## src/rtl/multicycle_control_unit_if.sv

```systemverilog
// multicycle_control_unit_if: opcode/handshake inputs and datapath control outputs of the multicycle control unit.
interface multicycle_control_unit_if #(parameter int CNT_W = 32);
    logic [5:0]       opcode;
    logic             mem_ready;
    logic             PCWriteCond, PCWrite, IorD, MemRead, MemWrite, MemtoReg;
    logic             IRWrite, ALUSrcA, RegWrite, RegDst, BranchNE;
    logic [1:0]       PCSource, ALUOp, ALUSrcB;
    logic [3:0]       state;
    logic             instr_done, illegal_op;
    logic [CNT_W-1:0] retired;
    modport master (
        input  opcode, mem_ready,
        output PCWriteCond, PCWrite, IorD, MemRead, MemWrite, MemtoReg, IRWrite, ALUSrcA,
               RegWrite, RegDst, BranchNE, PCSource, ALUOp, ALUSrcB, state, instr_done,
               illegal_op, retired
    );
    modport slave (
        output opcode, mem_ready,
        input  PCWriteCond, PCWrite, IorD, MemRead, MemWrite, MemtoReg, IRWrite, ALUSrcA,
               RegWrite, RegDst, BranchNE, PCSource, ALUOp, ALUSrcB, state, instr_done,
               illegal_op, retired
    );
endinterface

```

## src/rtl/multicycle_control_unit.sv

```systemverilog
// multicycle_control_unit: multicycle MIPS control FSM with memory-ready stretching, addi/bne, illegal-op detection and retire counter.
module multicycle_control_unit #(
    parameter bit EN_EXT = 1'b1,
    parameter int CNT_W  = 32
) (
    input logic                     clk,
    input logic                     reset,
    multicycle_control_unit_if.master bus
);
    typedef enum logic [3:0] {
        FETCH = 4'd0, DECODE = 4'd1, MEMADR = 4'd2, MEMRD = 4'd3, MEMWB = 4'd4,
        MEMWR = 4'd5, EXEC = 4'd6, RWB = 4'd7, BEQ = 4'd8, JUMP = 4'd9,
        ADDI_EX = 4'd10, ADDI_WB = 4'd11, BNE = 4'd12
    } state_t;
    localparam logic [5:0] OP_LW = 6'b100011, OP_SW = 6'b101011, OP_R = 6'b000000;
    localparam logic [5:0] OP_BEQ = 6'b000100, OP_J = 6'b000010, OP_ADDI = 6'b001000, OP_BNE = 6'b000101;
    state_t state_q, state_d;
    logic [CNT_W-1:0] retired_q;
    assign bus.state   = state_q;
    assign bus.retired = retired_q;
    always_comb begin
        state_d         = state_q;
        bus.PCWriteCond = 1'b0;
        bus.PCWrite     = 1'b0;
        bus.IorD        = 1'b0;
        bus.MemRead     = 1'b0;
        bus.MemWrite    = 1'b0;
        bus.MemtoReg    = 1'b0;
        bus.IRWrite     = 1'b0;
        bus.ALUSrcA     = 1'b0;
        bus.RegWrite    = 1'b0;
        bus.RegDst      = 1'b0;
        bus.BranchNE    = 1'b0;
        bus.PCSource    = 2'b00;
        bus.ALUOp       = 2'b00;
        bus.ALUSrcB     = 2'b00;
        bus.instr_done  = 1'b0;
        bus.illegal_op  = 1'b0;
        // Outputs stay at their defaults while reset is high.
        if (!reset) begin
            case (state_q)
                FETCH: begin
                    bus.MemRead = 1'b1;
                    bus.ALUSrcB = 2'b01;
                    bus.IRWrite = bus.mem_ready;
                    bus.PCWrite = bus.mem_ready;
                    state_d     = bus.mem_ready ? DECODE : FETCH;
                end
                DECODE: begin
                    bus.ALUSrcB = 2'b11;
                    state_d = (bus.opcode == OP_LW || bus.opcode == OP_SW) ? MEMADR :
                              (bus.opcode == OP_R)                          ? EXEC   :
                              (bus.opcode == OP_BEQ)                        ? BEQ    :
                              (bus.opcode == OP_J)                          ? JUMP   :
                              (EN_EXT && bus.opcode == OP_ADDI)             ? ADDI_EX :
                              (EN_EXT && bus.opcode == OP_BNE)              ? BNE    : FETCH;
                    bus.illegal_op = (state_d == FETCH);
                end
                MEMADR: begin
                    bus.ALUSrcA = 1'b1;
                    bus.ALUSrcB = 2'b10;
                    state_d     = (bus.opcode == OP_SW) ? MEMWR : MEMRD;
                end
                MEMRD: begin
                    bus.MemRead = 1'b1;
                    bus.IorD    = 1'b1;
                    state_d     = bus.mem_ready ? MEMWB : MEMRD;
                end
                MEMWB: begin
                    bus.RegWrite   = 1'b1;
                    bus.MemtoReg   = 1'b1;
                    bus.instr_done = 1'b1;
                    state_d        = FETCH;
                end
                MEMWR: begin
                    bus.MemWrite   = 1'b1;
                    bus.IorD       = 1'b1;
                    bus.instr_done = bus.mem_ready;
                    state_d        = bus.mem_ready ? FETCH : MEMWR;
                end
                EXEC: begin
                    bus.ALUSrcA = 1'b1;
                    bus.ALUOp   = 2'b10;
                    state_d     = RWB;
                end
                RWB: begin
                    bus.RegWrite   = 1'b1;
                    bus.RegDst     = 1'b1;
                    bus.instr_done = 1'b1;
                    state_d        = FETCH;
                end
                BEQ, BNE: begin
                    bus.ALUSrcA     = 1'b1;
                    bus.ALUOp       = 2'b01;
                    bus.PCWriteCond = 1'b1;
                    bus.PCSource    = 2'b01;
                    bus.BranchNE    = (state_q == BNE);
                    bus.instr_done  = 1'b1;
                    state_d         = FETCH;
                end
                JUMP: begin
                    bus.PCWrite    = 1'b1;
                    bus.PCSource   = 2'b10;
                    bus.instr_done = 1'b1;
                    state_d        = FETCH;
                end
                ADDI_EX: begin
                    bus.ALUSrcA = 1'b1;
                    bus.ALUSrcB = 2'b10;
                    state_d     = ADDI_WB;
                end
                ADDI_WB: begin
                    bus.RegWrite   = 1'b1;
                    bus.instr_done = 1'b1;
                    state_d        = FETCH;
                end
                default: state_d = FETCH;
            endcase
        end
    end
    always_ff @(posedge clk) begin
        if (reset) begin
            state_q   <= FETCH;
            retired_q <= '0;
        end else begin
            state_q <= state_d;
            if (bus.instr_done) retired_q <= retired_q + CNT_W'(1);
        end
    end
endmodule

```

## src/flat_wrapper.sv

```systemverilog
// flat-port wrapper written by rule: the top's interface ports become plain ports
module multicycle_control_unit_flat 
#(
    parameter bit EN_EXT = 1'b1,
    parameter int CNT_W  = 32
)
  (clk, reset, bus_opcode, bus_mem_ready, bus_PCWriteCond, bus_PCWrite, bus_IorD, bus_MemRead, bus_MemWrite, bus_MemtoReg, bus_IRWrite, bus_ALUSrcA, bus_RegWrite, bus_RegDst, bus_BranchNE, bus_PCSource, bus_ALUOp, bus_ALUSrcB, bus_state, bus_instr_done, bus_illegal_op, bus_retired);
  multicycle_control_unit_if #(.CNT_W(CNT_W)) bus_i ();
  input logic clk;
  input logic reset;
  input wire logic [$bits(bus_i.opcode)-1:0] bus_opcode;
  input wire logic [$bits(bus_i.mem_ready)-1:0] bus_mem_ready;
  output wire logic [$bits(bus_i.PCWriteCond)-1:0] bus_PCWriteCond;
  output wire logic [$bits(bus_i.PCWrite)-1:0] bus_PCWrite;
  output wire logic [$bits(bus_i.IorD)-1:0] bus_IorD;
  output wire logic [$bits(bus_i.MemRead)-1:0] bus_MemRead;
  output wire logic [$bits(bus_i.MemWrite)-1:0] bus_MemWrite;
  output wire logic [$bits(bus_i.MemtoReg)-1:0] bus_MemtoReg;
  output wire logic [$bits(bus_i.IRWrite)-1:0] bus_IRWrite;
  output wire logic [$bits(bus_i.ALUSrcA)-1:0] bus_ALUSrcA;
  output wire logic [$bits(bus_i.RegWrite)-1:0] bus_RegWrite;
  output wire logic [$bits(bus_i.RegDst)-1:0] bus_RegDst;
  output wire logic [$bits(bus_i.BranchNE)-1:0] bus_BranchNE;
  output wire logic [$bits(bus_i.PCSource)-1:0] bus_PCSource;
  output wire logic [$bits(bus_i.ALUOp)-1:0] bus_ALUOp;
  output wire logic [$bits(bus_i.ALUSrcB)-1:0] bus_ALUSrcB;
  output wire logic [$bits(bus_i.state)-1:0] bus_state;
  output wire logic [$bits(bus_i.instr_done)-1:0] bus_instr_done;
  output wire logic [$bits(bus_i.illegal_op)-1:0] bus_illegal_op;
  output wire logic [$bits(bus_i.retired)-1:0] bus_retired;
  assign bus_i.opcode = bus_opcode;
  assign bus_i.mem_ready = bus_mem_ready;
  assign bus_PCWriteCond = bus_i.PCWriteCond;
  assign bus_PCWrite = bus_i.PCWrite;
  assign bus_IorD = bus_i.IorD;
  assign bus_MemRead = bus_i.MemRead;
  assign bus_MemWrite = bus_i.MemWrite;
  assign bus_MemtoReg = bus_i.MemtoReg;
  assign bus_IRWrite = bus_i.IRWrite;
  assign bus_ALUSrcA = bus_i.ALUSrcA;
  assign bus_RegWrite = bus_i.RegWrite;
  assign bus_RegDst = bus_i.RegDst;
  assign bus_BranchNE = bus_i.BranchNE;
  assign bus_PCSource = bus_i.PCSource;
  assign bus_ALUOp = bus_i.ALUOp;
  assign bus_ALUSrcB = bus_i.ALUSrcB;
  assign bus_state = bus_i.state;
  assign bus_instr_done = bus_i.instr_done;
  assign bus_illegal_op = bus_i.illegal_op;
  assign bus_retired = bus_i.retired;
  multicycle_control_unit #(.EN_EXT(EN_EXT), .CNT_W(CNT_W)) u_core (.clk(clk), .reset(reset), .bus(bus_i));
endmodule
```

## config.mk

```make
export PLATFORM = sky130hd
export DESIGN_NAME = multicycle_control_unit_flat
export DESIGN_NICKNAME = d
export VERILOG_FILES = /design/src/rtl/multicycle_control_unit_if.sv /design/src/rtl/multicycle_control_unit.sv /design/src/flat_wrapper.sv
export SDC_FILE = /design/constraint.sdc
export NUM_CORES = 1
export LEC_CHECK = 0
export ABC_AREA = 1
export ABC_CLOCK_PERIOD_IN_PS = 1500
export CORE_MARGIN = 2
export CORE_UTILIZATION = 46
export CTS_CLUSTER_DIAMETER = 120
export DETAILED_ROUTE_END_ITERATION = 10
export GPL_ROUTABILITY_DRIVEN = 1
export PLACE_DENSITY = 0.78
export SETUP_SLACK_MARGIN = 0.2
export SLEW_MARGIN = 20
export SYNTH_ARGS = -nofsm -noshare
export SYNTH_HDL_FRONTEND = slang
export SYNTH_SLANG_ARGS = --single-unit
```

## constraint.sdc

```tcl
create_clock -name clk -period 1.5 [get_ports clk]
set_input_delay 0.3 -clock clk [delete_from_list [all_inputs] [get_ports clk]]
set_output_delay 0.3 -clock clk [all_outputs]
set_load 0.005 [all_outputs]
```

== Yosys cells after proc, flatten, opt, wreduce, memory -nomap -nowiden ==
Index checks and enable logic that the tools add are counted.
Operators by class
  add/sub/neg operators: 1
  equality and inequality tests: 18
  mux-type cells: 43
  reduce and logical (&&, ||, !) cells: 11
Operators with widths (number)
  adder 32 x 1 -> 32 bit, second input constant: 1
  one-hot mux 4 bit (7 select lines): 1
  two-way mux 1 bit: 25
  two-way mux 4 bit: 6
  equality test 4 bit, second input constant: 5
  equality test 4 x 3 -> 1 bit, second input constant: 4
  equality test 6 x 3 -> 1 bit, second input constant: 2
  equality test 6 bit, second input constant: 2
  two-way mux 3 bit: 3
  equality test 4 x 2 -> 1 bit, second input constant: 2
  zero test 4 bit: 2
  one-hot mux 2 bit (2 select lines): 2
  OR reduction 2 bit: 4
  equality test 6 x 2 -> 1 bit, second input constant: 1
  equality test 6 x 4 -> 1 bit, second input constant: 1
  zero test 6 bit: 1
  two-way mux 2 bit: 3
  one-hot mux 2 bit (3 select lines): 1
  OR reduction 6 bit: 1
  OR reduction 5 bit: 1
  equality test 4 x 1 -> 1 bit, second input constant: 1
  one-hot mux 1 bit (2 select lines): 2
  OR reduction 3 bit: 1
  logical OR 1 bit: 1
Storage, ports and cells
  register bits: 36
  input bits: 9
  output and inout port bits: 55
  word-level logic and storage cells: 75

== Depth between registers and ports, before layout ==
Gate-level depths: netlist of the first run.
  depth after elaboration: 10
  depth in mapped cells: 11
  mapped depth without buffers: 10

== Least setup slack after synthesis of the first run ==
Ideal clock, no wire load.
  path kind: register to register
  start: reg u_core.retired_q[0] (netlist: u_core.bus.retired[0])
  end: reg u_core.retired_q[16] (netlist: u_core.bus.retired[16])
  setup time: 0.071 ns
  data arrival time: 1.452 ns
  setup slack: -0.023 ns
  cell stages (with the launch flop): 10
  buffers on the path: 1
  period minus slack after synthesis: 1.523 ns
  path through: dfxtp_1 -> ha_1 -> buf_2 -> inv_1 -> nor2_1 -> nand2_1 -> nor2_1 -> xor2_1 -> nand2_1 -> a21oi_1
Between the ends
  longest elaborated chain between the ends: 1
RTL lines
  start, declared: RTL line multicycle_control_unit.sv:18  | logic [CNT_W-1:0] retired_q;
  start signal, assigned: RTL line multicycle_control_unit.sv:127  | if (bus.instr_done) retired_q <= retired_q + CNT_W'(1);
  adder 32 x 1 -> 32 bit: RTL line multicycle_control_unit.sv:127
No other way between the ends.
A chain may end at the register's enable or synchronous reset.

== Final worst setup path of the first run ==
  start: reg u_core.state_q[1] (netlist: u_core.bus.state[1])
  end: out bus_PCSource[1]
Between the ends
  longest elaborated chain between the ends: 4
  elaborated cells on any way between the ends: 6
  those cells by class: 3 x eq/ne; 2 x mux; 1 x reduce/logical
RTL lines
  start, declared: RTL line multicycle_control_unit.sv:17  | state_t state_q, state_d;
  start signal, assigned: RTL line multicycle_control_unit.sv:126  | state_q <= state_d;
  equality test 4 bit: RTL line multicycle_control_unit.sv:41  | case (state_q)
  OR reduction 2 bit
  one-hot mux 2 bit (2 select lines) (*): RTL line multicycle_control_unit.sv:41
  two-way mux 2 bit (*): RTL line multicycle_control_unit.sv:40  | if (!reset) begin
  end, declared: RTL line flat_wrapper.sv:24  | output wire logic [$bits(bus_i.PCSource)-1:0] bus_PCSource;
Mark *: on every way between the ends. The rest lies on a longest branch, timed or not.

==> results.yml, run 1 <==
drt:
  wl_per_cell_um: 17.7
  dr_total_vias: 4019
  drt-total-wl_um: 12500
  drcViolationCount: 0
  drtIter0Drc: 456
  ant_nets: 0
  vias_per_cell: 5.68
  drt_pass1_iterations: 5
die:
  coreArea_sq_um: 5570
  row_count: 27
  dieArea_sq_um: 6470
  die_w_um: 80.4
  start_util: 0.482
  ios: 64
  fp.dieH_um: 80.4
synthesis:
  synth.distinct_cells: 30
  synth_compound_area_frac: 0.0978
  muxShareOfSynthArea: 0
  yosys_warnings: 0
  synthAdderAreaFrac: 0.00466
  synth-edff-count: 0
  synth-xor-area-share: 0.0293
  netlist_area_sq_um: 2690
  synth_top_family_by_area: "simple AND/OR/NAND/NOR gates"
  ys_top_cells_by_area: "dfxtp_1 (27%), nand2_1 (21%), nor2_1 (12%), nand3_1 (7.1%), inv_1 (5.7%)"
  synthCells: 461
  synth-simple-area-share: 0.503
  synth_top_area_frac: 0.268
  syn_avg_cell_area_sq_um: 5.83
  synth.top_cells.by_count: "nand2_1 (153), nor2_1 (88), inv_1 (41), nand3_1 (38), dfxtp_1 (36)"
  synth-main-ff-cell: "dfxtp_1"
  synth_top_cell_by_area: "dfxtp_1"
  ys_seq_area_frac: 0.268
  syn_nets: 471
  synth.most_common_cell: "nand2_1"
  ys_seq_elements: 36
  postSynth.asyncResetShare: 0
global_routing:
  grtUsageMet1: 0.391
  grt-busiest-layer: "met2"
  use_met2: 0.578
  first_global_vias: 3599
  grt_usage: 0.336
  met3_usage: 0.0685
  antenna_found_initial: 0
  gr-total-overflow: 0
  grt_max_degree: 21
  grt_pass1_wl_um: 16800
cts:
  cts-hold-fix-buffers: 0
  cts_root_buf: "clkbuf_8"
  cts_tree: "done"
  cts_num_sinks: 36
  numCtsBuffers: 5
  path_clk_slew_ns: 0.09
  cts-htree-levels: 2
  insertion_delay_ns: 0.31
  clk_path_buf_depth: 2
pwr:
  irDropWorstVdd_uv: 297
  powerDensity_nw_per_um2: 415
  cellLeakagePower_nw: 2.15
  fin_total_pwr_mw: 2.04
timing:
  setup_violations: 53
  rsz0062_at_grt: "true"
  fin_tns_setup_ns: -18.38
  min_period_over_period: 1.31
  max_freq_mhz: 510
  hold_ws_ns: 0.464
  finalCriticalPeriod_ns: 1.96
  worst_slack_ns: -0.462
  final_hold_viol_count: 0
  drv_slew: 0
  slew_headroom: 0.737
  fin_worst_skew_ns: 0.0106
  tightest_slew_ns: 0.394
final_layout:
  stdcell_count: 707
  drive_gt1_frac: 0.493
  regArea_sq_um: 823
  finalCoreUtilization: 0.880
  diodes: 0
  fillers: 280
  multiInputGateArea_sq_um: 2240
  finalNetCount: 644
  area_delta_synth_final_pct: 82.4
worst_setup_path:
  worstSetupStartpointType: "register"
  cp_max_fo: 4
  worstPathArrival_ns: 1.66
  cp.required_ns: 1.20
  end_kind: "output pin"
  crit_type: "reg -> out"
placed_design:
  port_buffers: 63
  dp_hpwl_um: 6540
  place_inst: 637
  routabilityCongestion: 0.920
run:
  max-cap-violations: 0
outcome:
  violations: "negative setup slack"
  status: "complete, but fails checks"
min_path:
  hold_path.class: "in -> reg"
[logic make-up after synthesis]
kind of cell | after synthesis
adder cells (fa/ha/maj) | 1
AND/OR/NAND/NOR | 313
AO/OA/AOI/OAI | 43
XOR/XNOR | 9
flip-flops | 36
buffers and inverters | 59
[state kept, by name (all words and copies together) (netlist names)]
register,cells
u_core.bus.retired,32
u_core.bus.state,4
[critical path, stage by stage, from the launching register on]
cell and delay (ns):
dfxtp_4 0.36, buf_6 0.12, nor2_4 0.16, buf_4 0.14
nand2_2 0.06, buf_4 0.15, nor2_1 0.12, clkdlybuf4s15_2 0.25
[metal layers]
| metal | vias up | part of all wire |
|---|---|---|
| li1 | 1807 | - |
| met1 | 1878 | 0.37 |
| met2 | 255 | 0.49 |
| met3 | 79 | 0.084 |
| met4 | 0 | 0.063 |
| met5 | - | 0 |
[through the flow]
stage          cell area, sq um  setup WS, ns
6_report                   4900        -0.462
5_1_grt                    4900        -0.530
4_1_cts                    4550        -0.363
3_5_place_dp               3820        -0.792
3_3_place_gp               3820        -0.738
2_1_floorplan              2800        0.0648
[path summary, 6_finish.rpt]
kind                                             start                     end  slack [ns]  cells after the start
worst max-delay path               u_core.bus.state[1]         bus_PCSource[1]       -0.46                      7
worst min-delay path                             reset  u_core.bus.retired[17]        0.46                      3
worst max register to register     u_core.bus.state[1]  u_core.bus.retired[15]       -0.45                     13
worst min register to register  u_core.bus.retired[16]  u_core.bus.retired[16]        0.51                      2
[timing repair]
action / CTS / global route
setup endpoints to repair: 90 / 60
gates resized for setup: 238 / 85
pin swaps: 24 / 26
buffers inserted: 49 / 9
cloned: 4 / 0
[where the power goes]
part           total [mW]  internal [mW]  switching, mW
sequential          0.921          0.917        0.00348
combinational       0.247         0.0982          0.148
clock               0.870          0.435          0.435
total                2.04           1.45          0.587
[layout make-up]
type | count | area share
Timing Repair Buffer | 175 | 0.298
Multi-Input combinational cell | 370 | 0.457
Clock inverter | 2 | 0.00332
Clock buffer | 6 | 0.0191
Tap cell | 72 | 0.0184
Sequential cell | 36 | 0.168
Inverter | 46 | 0.0362
[layout by cell type (no fill, tap or decap), types with 3 or more instances in the layout]
cell,count
a21oi_1,15
a21oi_2,19
buf_2,18
buf_4,86
buf_6,27
clkbuf_2,4
clkbuf_8,5
clkdlybuf4s15_1,4
clkdlybuf4s15_2,3
clkdlybuf4s50_1,3
dfxtp_2,13
dfxtp_4,23
dlygate4sd2_1,25
inv_1,36
inv_2,8
nand2_1,127
nand2_2,27
nand2_4,14
nand2_8,5
nand3_1,24
nand3_2,11
nand3_4,3
nand4_1,5
nor2_1,65
nor2_2,14
nor2_4,14
xor2_1,7
Power figures use the tool's default switching activity.
==> run 2, diff against run 1 <==
--- a/config.mk
+++ b/config.mk
@@ -8,11 +8,11 @@
 export ABC_AREA = 1
 export ABC_CLOCK_PERIOD_IN_PS = 1500
 export CORE_MARGIN = 2
-export CORE_UTILIZATION = 46
+export CORE_UTILIZATION = 45
 export CTS_CLUSTER_DIAMETER = 120
 export DETAILED_ROUTE_END_ITERATION = 10
 export GPL_ROUTABILITY_DRIVEN = 1
-export PLACE_DENSITY = 0.78
+export PLACE_DENSITY = 0.76
 export SETUP_SLACK_MARGIN = 0.2
 export SLEW_MARGIN = 20
 export SYNTH_ARGS = -nofsm -noshare
==> results.yml, run 2 (same netlist as run 1, synthesis figures left out) <==
global_routing:
  first_global_vias: 3541
  antenna_found_initial: 0
  grt_usage: 0.322
  gr-total-overflow: 0
  grt_pass1_wl_um: 16500
  grt_max_degree: 19
min_path:
  hold_path.class: "reg -> reg"
worst_setup_path:
  worstPathArrival_ns: 1.67
  cp_max_fo: 3
  worstSetupStartpointType: "register"
  cp.required_ns: 1.20
  end_kind: "output pin"
  ff2ff_setup_slack_ns: -0.30
  crit_type: "reg -> out"
drt:
  dr_total_vias: 4024
  drt_pass1_iterations: 9
  drcViolationCount: 0
  drtIter0Drc: 419
  drt-total-wl_um: 12600
  ant_nets: 0
  vias_per_cell: 5.68
  wl_per_cell_um: 17.8
cts:
  cts_root_buf: "clkbuf_8"
  cts_num_sinks: 36
  clk_path_buf_depth: 2
  cts_tree: "done"
  numCtsBuffers: 5
  path_clk_slew_ns: 0.09
  cts-htree-levels: 2
  insertion_delay_ns: 0.30
  cts-hold-fix-buffers: 0
die:
  start_util: 0.459
  row_count: 28
  die_w_um: 81.3
  ios: 64
  dieArea_sq_um: 6610
  coreArea_sq_um: 5850
  fp.dieH_um: 81.3
final_layout:
  drive_gt1_frac: 0.516
  final_common_cell: "nand2_1"
  fillers: 315
  diodes: 0
  finalCoreUtilization: 0.853
  area_delta_synth_final_pct: 85.7
  stdcell_count: 709
  most-common-layout-cells: "nand2_1 (126), buf_4 (82), nor2_1 (65), inv_1 (33), buf_2 (28)"
  finalNetCount: 643
  largest_reg_flops: 32
pwr:
  seqPwrFrac: 0.421
  powerDensity_nw_per_um2: 441
  irDropWorstVdd_uv: 346
  p_clk_frac: 0.454
  power.switching_mw: 0.575
  cellLeakagePower_nw: 2.34
  p_comb_frac: 0.125
  internal_power_mw: 1.63
  swShare: 0.261
timing:
  finalCriticalPeriod_ns: 1.97
  max_freq_mhz: 508
  drv_slew: 0
  tightest_slew_ns: 0.421
  final_hold_viol_count: 0
  min_period_over_period: 1.31
  rsz0062_at_grt: "true"
  slew_headroom: 0.718
  setup_violations: 52
  fin_worst_skew_ns: 0.00879
  worst_slack_ns: -0.469
run:
  max-cap-violations: 0
outcome:
  status: "complete, but fails checks"
  violations: "negative setup slack"
placed_design:
  port_buffers: 63
  place_inst: 645
  dp_hpwl_um: 6540
  routabilityCongestion: 0.973
==> run 2: cell count changes in the layout (fill, tap and decap cells not counted), sizes merged <==
cell and delta:
buf +8, nand2 -1, dlygate4sd2 -8, clkdlybuf4s15 +3, bufinv +1, inv -1
clkdlybuf4s50 -2, clkinvlp -1
==> run 2: per-layer routing <==
| layer | share of wire | track usage | routed length, um |
|---|---|---|---|
| met2 | 0.48 | 0.571 | 6110 |
| met1 | 0.35 | 0.382 | 4460 |
| met5 | 0 | 0 | 0 |
| met3 | 0.090 | 0.0611 | 1140 |
| met4 | 0.074 | 0.119 | 936 |
==> run 2: stage by stage <==
stage	instance area [sq um]	power (mW)	TNS [ns]	hold WS [ns]	setup WS [ns]
6_report	4990	2.20	-11.46	0.483	-0.469
5_1_grt	4990	2.24	-13.99	0.492	-0.559
4_1_cts	4560	2.12	-8.70	0.432	-0.308
3_5_place_dp	3860	1.17	-14.03	0.483	-0.740
3_3_place_gp	3860	1.16	-12.86	0.476	-0.720
2_1_floorplan	2800	1.06	0	0.468	0.0648
==> run 2: timing repair <==
action | in CTS | in global routing
setup endpoints to repair | 90 | 68
cloned | 5 | 1
pin swaps | 22 | 51
resized for setup | 261 | 108
setup buffers | 43 | 7
==> run 2: worst paths after layout <==
check / start / endpoint / depth (start not counted)
setup reg to reg: u_core.bus.state[0] / u_core.bus.retired[24] / 12
hold / removal: u_core.bus.retired[3] / u_core.bus.retired[3] / 1
hold reg to reg: u_core.bus.retired[3] / u_core.bus.retired[3] / 1
setup / recovery: u_core.bus.state[0] / bus_ALUSrcB[1] / 6
==> run 2: area by class of cell <==
cell class | instances | area (sq um) | area share
Multi-Input combinational cell | 369 | 2270 | 0.456
Clock inverter | 1 | 30.0 | 0.00602
Clock buffer | 7 | 96.3 | 0.0193
Inverter | 46 | 183 | 0.0366
Tap cell | 75 | 93.8 | 0.0188
Sequential cell | 36 | 816 | 0.163
Timing Repair Buffer | 175 | 1500 | 0.300
==> run 2: worst max-delay path: stages, from the launching register on <==
cell     delay, ns
dfxtp_2       0.34
inv_2         0.07
nand2_1       0.18
nor2_1        0.23
inv_1         0.13
a31oi_1       0.26
buf_2         0.16
==> run 2: power groups by stage <==
stage               Sequential [mW]  Combinational, mW  Clock, mW
floorplan                     0.983             0.0805          0
global placement              0.982              0.181          0
detailed placement            0.982              0.185          0
CTS                           0.929              0.219      0.974
global route                  0.926              0.289       1.03
finish                        0.926              0.276      0.999
